===== config.mk =====
export PLATFORM = sky130hd
export DESIGN_NAME = store_write_ctrl
export DESIGN_NICKNAME = d
export VERILOG_FILES = /design/src/rtl/store_write_ctrl.sv
export SDC_FILE = /design/constraint.sdc
export NUM_CORES = 1
export LEC_CHECK = 0
export CORE_UTILIZATION = 44
export CTS_BUF_LIST = sky130_fd_sc_hd__clkbuf_8 sky130_fd_sc_hd__clkbuf_16
export CTS_CLUSTER_DIAMETER = 60
export CTS_CLUSTER_SIZE = 16
export DETAILED_ROUTE_END_ITERATION = 8
export GPL_TIMING_DRIVEN = 0
export HOLD_SLACK_MARGIN = 0.15
export PLACE_DENSITY = 0.78
export SLEW_MARGIN = 15
export SYNTH_ARGS = -nofsm -noshare
export SYNTH_HDL_FRONTEND = slang
export SYNTH_SLANG_ARGS = --single-unit

===== constraint.sdc =====
create_clock -name CLK -period 2.53 [get_ports CLK]
set_input_delay 0.253 -clock CLK [delete_from_list [all_inputs] [get_ports CLK]]
set_output_delay 0.253 -clock CLK [all_outputs]
set_load 0.05 [all_outputs]

===== src/rtl/store_write_ctrl.sv =====
// store_write_ctrl: multi-cycle RV32I store sequencer.
// Accepts a decoded S-type store and performs one aligned word-bus write with lane
// replication and byte enables over a req/ack handshake. Misaligned or illegal
// stores are rejected without touching memory. A missing ack aborts the write after
// TIMEOUT_CYCLES cycles. Every outcome ends with a one-cycle done pulse.
// All outputs decode from state and captured registers only, so no input reaches an
// output combinationally.
module store_write_ctrl #(
    parameter int unsigned TIMEOUT_CYCLES = 16
) (
    input  logic        CLK,
    input  logic        RST,
    input  logic        start,
    input  logic [2:0]  funct3,
    input  logic [31:0] addr,
    input  logic [31:0] rs2_data,
    output logic        busy,
    output logic        done,
    output logic        misalign,
    output logic        timeout_err,
    output logic        mem_req,
    output logic        mem_we,
    output logic [31:0] mem_addr,
    output logic [31:0] mem_wdata,
    output logic [3:0]  mem_be,
    input  logic        mem_ack
);

    // Wide enough to hold TIMEOUT_CYCLES-1. The REQ state exits at that value,
    // so the counter never needs to saturate.
    localparam int unsigned CNT_W = $clog2(TIMEOUT_CYCLES) + 1;
    localparam logic [CNT_W-1:0] CNT_LAST = CNT_W'(TIMEOUT_CYCLES - 1);

    localparam logic [2:0] F3_SB = 3'b000;
    localparam logic [2:0] F3_SH = 3'b001;
    localparam logic [2:0] F3_SW = 3'b010;

    typedef enum logic [1:0] {
        IDLE = 2'b00,
        REQ  = 2'b01,
        DONE = 2'b10,
        ERR  = 2'b11
    } state_t;

    state_t           r_state;
    state_t           w_state_next;
    logic [CNT_W-1:0] r_cnt;
    logic [CNT_W-1:0] w_cnt_next;
    logic             r_timeout;
    logic             w_timeout_next;
    logic             w_capture;

    // Captured at acceptance so the bus stays stable for the whole REQ state.
    logic [2:0]       r_funct3;
    logic [31:0]      r_word_addr;
    logic [31:0]      r_wdata;
    logic [3:0]       r_be;

    logic             w_misalign;
    logic [31:0]      w_lane_wdata;
    logic [3:0]       w_lane_be;

    // Alignment check on the incoming request. Illegal funct3 is also rejected here.
    always_comb begin
        w_misalign = 1'b0;
        unique case (funct3)
            F3_SB:   w_misalign = 1'b0;
            F3_SH:   w_misalign = addr[0];
            F3_SW:   w_misalign = (addr[1:0] != 2'b00);
            default: w_misalign = 1'b1;
        endcase
    end

    // Lane replication and byte-enable generation for the incoming request.
    always_comb begin
        w_lane_wdata = 32'h0;
        w_lane_be    = 4'b0000;
        unique case (funct3)
            F3_SB: begin
                w_lane_wdata = {4{rs2_data[7:0]}};
                w_lane_be    = 4'b0001 << addr[1:0];
            end
            F3_SH: begin
                w_lane_wdata = {2{rs2_data[15:0]}};
                w_lane_be    = addr[1] ? 4'b1100 : 4'b0011;
            end
            F3_SW: begin
                w_lane_wdata = rs2_data;
                w_lane_be    = 4'b1111;
            end
            default: begin
                w_lane_wdata = 32'h0;
                w_lane_be    = 4'b0000;
            end
        endcase
    end

    // Next-state logic: acceptance in IDLE, ack/timeout resolution in REQ.
    always_comb begin
        w_state_next   = r_state;
        w_cnt_next     = r_cnt;
        w_timeout_next = r_timeout;
        w_capture      = 1'b0;
        unique case (r_state)
            IDLE: begin
                if (start) begin
                    w_capture      = 1'b1;
                    w_timeout_next = 1'b0;
                    w_cnt_next     = '0;
                    w_state_next   = w_misalign ? ERR : REQ;
                end
            end
            REQ: begin
                // Ack takes priority over a timeout expiring on the same edge.
                if (mem_ack) begin
                    w_state_next = DONE;
                end else if (r_cnt == CNT_LAST) begin
                    w_state_next   = ERR;
                    w_timeout_next = 1'b1;
                end else begin
                    w_cnt_next = r_cnt + CNT_W'(1);
                end
            end
            DONE: w_state_next = IDLE;
            ERR:  w_state_next = IDLE;
            default: w_state_next = IDLE;
        endcase
    end

    // State, counter and error-kind registers.
    always_ff @(posedge CLK or posedge RST) begin
        if (RST) begin
            r_state   <= IDLE;
            r_cnt     <= '0;
            r_timeout <= 1'b0;
        end else begin
            r_state   <= w_state_next;
            r_cnt     <= w_cnt_next;
            r_timeout <= w_timeout_next;
        end
    end

    // Request capture: loaded only when a start is accepted in IDLE.
    always_ff @(posedge CLK or posedge RST) begin
        if (RST) begin
            r_funct3    <= 3'b000;
            r_word_addr <= 32'h0;
            r_wdata     <= 32'h0;
            r_be        <= 4'b0000;
        end else if (w_capture) begin
            r_funct3    <= funct3;
            r_word_addr <= {addr[31:2], 2'b00};
            r_wdata     <= w_lane_wdata;
            r_be        <= w_lane_be;
        end
    end

    // Output decode from registered state only. The bus is zero outside REQ.
    always_comb begin
        busy        = (r_state != IDLE);
        done        = (r_state == DONE) || (r_state == ERR);
        misalign    = (r_state == ERR) && !r_timeout;
        timeout_err = (r_state == ERR) && r_timeout;
        mem_req     = (r_state == REQ);
        mem_we      = (r_state == REQ);
        mem_addr    = (r_state == REQ) ? r_word_addr : 32'h0;
        mem_wdata   = (r_state == REQ) ? r_wdata : 32'h0;
        mem_be      = (r_state == REQ) ? r_be : 4'b0000;
    end

    // Captured funct3 is retained for debug visibility; it does not feed the outputs.
    logic w_funct3_unused;
    assign w_funct3_unused = ^r_funct3;

endmodule


==> flow_metrics.py <==
metrics = {
    "logic_synthesis": {
        "yosysUniqueCellTypes": 37,
        "synth_cells": 413,
        "synth-main-ff-cell": "dfrtp_1",
        "netlist_area_um2": 3780,
        "ys_seq_area_frac": 0.490,
        "ys_seq_elements": 74,
        "synth_area_leader_cell": "dfrtp_1",
        "synthDominantCellAreaShare": 0.490,
        "synth_edf_count": 0,
        "yosys-top-cells-area": "dfrtp_1 49%, and2_1 11%, nand2_1 11%",
        "async_flop_share": 1.00,
        "yosys_warnings": 0,
        "syn_avg_cell_area_um2": 9.15,
    },
    "cells_and_area": {
        "drive_gt1_frac": 0.168,
        "layout_commonest_cell": "nand2_1",
        "layout.nets": 641,
        "fin_area_um2": 5330,
        "final_cell_mix": "107 x nand2_1, 74 x clkdlybuf4s50_1, 74 x dfrtp_1",
        "antenna_cells": 0,
        "syn_to_final_growth_pct": 41.1,
        "layout.cells.non_filler": 678,
    },
    "floorplanning": {
        "start_util": 0.458,
        "dieArea_um2": 8960,
        "die_h_um": 94.7,
        "die_w_um": 94.7,
        "core-area_um2": 8260,
        "num_rows": 33,
        "io_pins": 145,
    },
    "sta": {
        "finalMaxSlewViolations": 0,
        "rsz0062_at_grt": "no",
        "fin_skew_ps": 9.45,
        "hold_viol": 0,
        "fin_ws_ps": 132,
        "tightest_slew_ps": 837,
        "slew-limit-headroom": 0.441,
        "hold_ws_ps": 246,
        "final.min_clock_period_ps": 2400,
        "setup-violations-final": 0,
        "fmax_ghz": 0.417,
        "fin_crit_sh": 0.948,
    },
    "run": {
        "max_cap_viol_count": 0,
    },
    "power_and_ir_drop": {
        "comb_power_share": 0.456,
        "peakVddDrop_mv": 0.483,
        "switching_share": 0.437,
        "leakagePower_nw": 2.71,
        "total_power_mw": 5.68,
        "p_clk_frac": 0.213,
        "seqPwrFrac": 0.331,
        "p_int_mw": 3.20,
        "power.switching_mw": 2.48,
        "p_per_area_nw_per_um2": 1060,
    },
    "clocking": {
        "clk_pin_slew_ps": 80,
        "htreeDepth": 3,
        "cts.path.max_buffers": 2,
        "numCtsBuffers": 9,
        "cts_setup_buffers": 0,
        "insertion_delay_ps": 340,
        "clock-sinks": 74,
        "tritoncts": "yes",
        "clock-root-buffer": "clkbuf_8",
    },
    "min_path": {
        "hp-class": "in -> async",
    },
    "placed_design": {
        "place_ws_ps": -281,
        "gp_congestion": 0.852,
        "dpl.hpwl_mm": 8.03,
        "port-buffer-count": 142,
        "placed_cells": 662,
        "dpl_cell_area_um2": 5360,
    },
    "routing": {
        "wl_per_cell_um": 15.8,
        "ant_nets": 0,
        "via_per_inst": 5.15,
        "dr_total_vias": 3490,
        "first_iter_violations": 122,
        "drc": 0,
        "totalWireLength_mm": 10.7,
        "dr.pass1.iters": 4,
    },
    "setup_path": {
        "r2r_start": "r_cnt[0]",
        "cp-start-kind": "flop",
        "timing.rr.end": "r_cnt[0]",
        "max_stage_delay_ps": 540,
        "cp_slowest_cell": "dlygate4sd2_1",
        "crit_fanout": 10,
        "arrival_ps": 2140,
        "rrSetupSlack_ps": 610,
        "worstRegToRegCells": 6,
        "worstPathCellList": "nand2b_1 > inv_1 > clkbuf_2 > and2_1 > dlygate4sd2_1",
        "criticalPathCategory": "reg -> out",
        "startpoint": "r_state[1]",
        "cp-end-kind": "output pin",
        "required_ps": 2280,
    },
    "outcome": {
        "status": "finished clean",
    },
    "global_route": {
        "grt_pass1_vias": 3493,
        "grt_usage": 0.244,
        "grt_pass1_wl_mm": 16.6,
        "grt_max_degree": 46,
        "antenna_found_initial": 0,
        "overflow": 0,
    },
}
-- routing by layer --
layer / global-route usage / share of wire
met1: 0.311 / 0.44
met2: 0.408 / 0.47
met3: 0.0395 / 0.064
met4: 0.110 / 0.020
met5: 0 / 0
-- flip-flops by register name, summed over array words and instances (netlist names) --
register,cells
r_word_addr,30
r_timeout,1
r_be,4
r_state,2
r_wdata,32
r_cnt,5
-- how the worst max path moves through the flow --
stage                    endpoint  slack, ps  cells past startpoint
floorplan                 r_be[0]        400                      1
global placement       r_wdata[6]       -760                      2
detailed placement  mem_wdata[17]       -280                      6
CTS                 mem_wdata[29]         10                      5
global route        mem_wdata[31]         10                      5
finish              mem_wdata[31]        130                      5
-- Yosys cell counts, drive strengths merged (2+ instances only) --
cell type	number
nor2	6
nor3b	2
ha	2
inv	3
nand3b	8
buf	12
and2	66
nand3	3
a32o	2
a22o	25
and3	2
a21oi	10
nand2b	2
dfrtp	74
a21o	2
mux2i	18
clkbuf	20
nor2b	9
nand2	107
o21ai	28
-- layout make-up --
| type | count | area (um^2) |
|---|---|---|
| clock buffers | 9 | 124 |
| multi-input cells | 305 | 1770 |
| clock inverters | 7 | 141 |
| plain buffers | 32 | 156 |
| flip-flops and latches | 74 | 1850 |
| inverters | 3 | 13.8 |
| fillers | 739 | 2930 |
| repair buffers | 143 | 1140 |
| well taps | 105 | 131 |
-- stage by stage --
step,setup TNS (ps),util
after global placement,-63340,0.646
after global routing,0,0.646
after detailed placement,-7180,0.649
after floorplan,0,-
final,0,0.646
after CTS,0,0.682
-- critical path: cells and delay by family (launching register included) --
| kind | cells | cell delay (ps) |
|---|---|---|
| and+or+nand+nor | 2 | 420 |
| buffers and inverters | 3 | 930 |
| DFF | 1 | 470 |
-- power groups by stage --
stage | Clock (mW) | Combinational [mW] | Sequential [mW]
finish | 1.21 | 2.59 | 1.88
floorplan | 0 | 1.91 | 1.81
detailed placement | 0 | 2.79 | 1.90
global route | 1.26 | 2.80 | 1.94
CTS | 1.22 | 2.68 | 1.88
global placement | 0 | 2.73 | 1.87
-- what timing repair did --
item / in CTS / in global routing
hold buffers: 0 / 0
endpoints found under the setup margin: 68 / 58
endpoints found under the hold margin: 0 / 0
resized for setup: 142 / 113
-- cells by family (layout without fill, tap and decap cells) --
family / Yosys count / in the layout / synth area share
AOI/OAI and AO/OA: 72 / 72 / 0.129
muxes: 18 / 18 / 0.0477
and+or+nand+nor: 211 / 211 / 0.283
DFF: 74 / 74 / 0.490
other: 1 / 2 / 0.000992
adders and majority gates: 2 / 2 / 0.00662
buffers and inverters: 35 / 194 / 0.0424
Note: power is estimated with default switching activity, not from simulation.
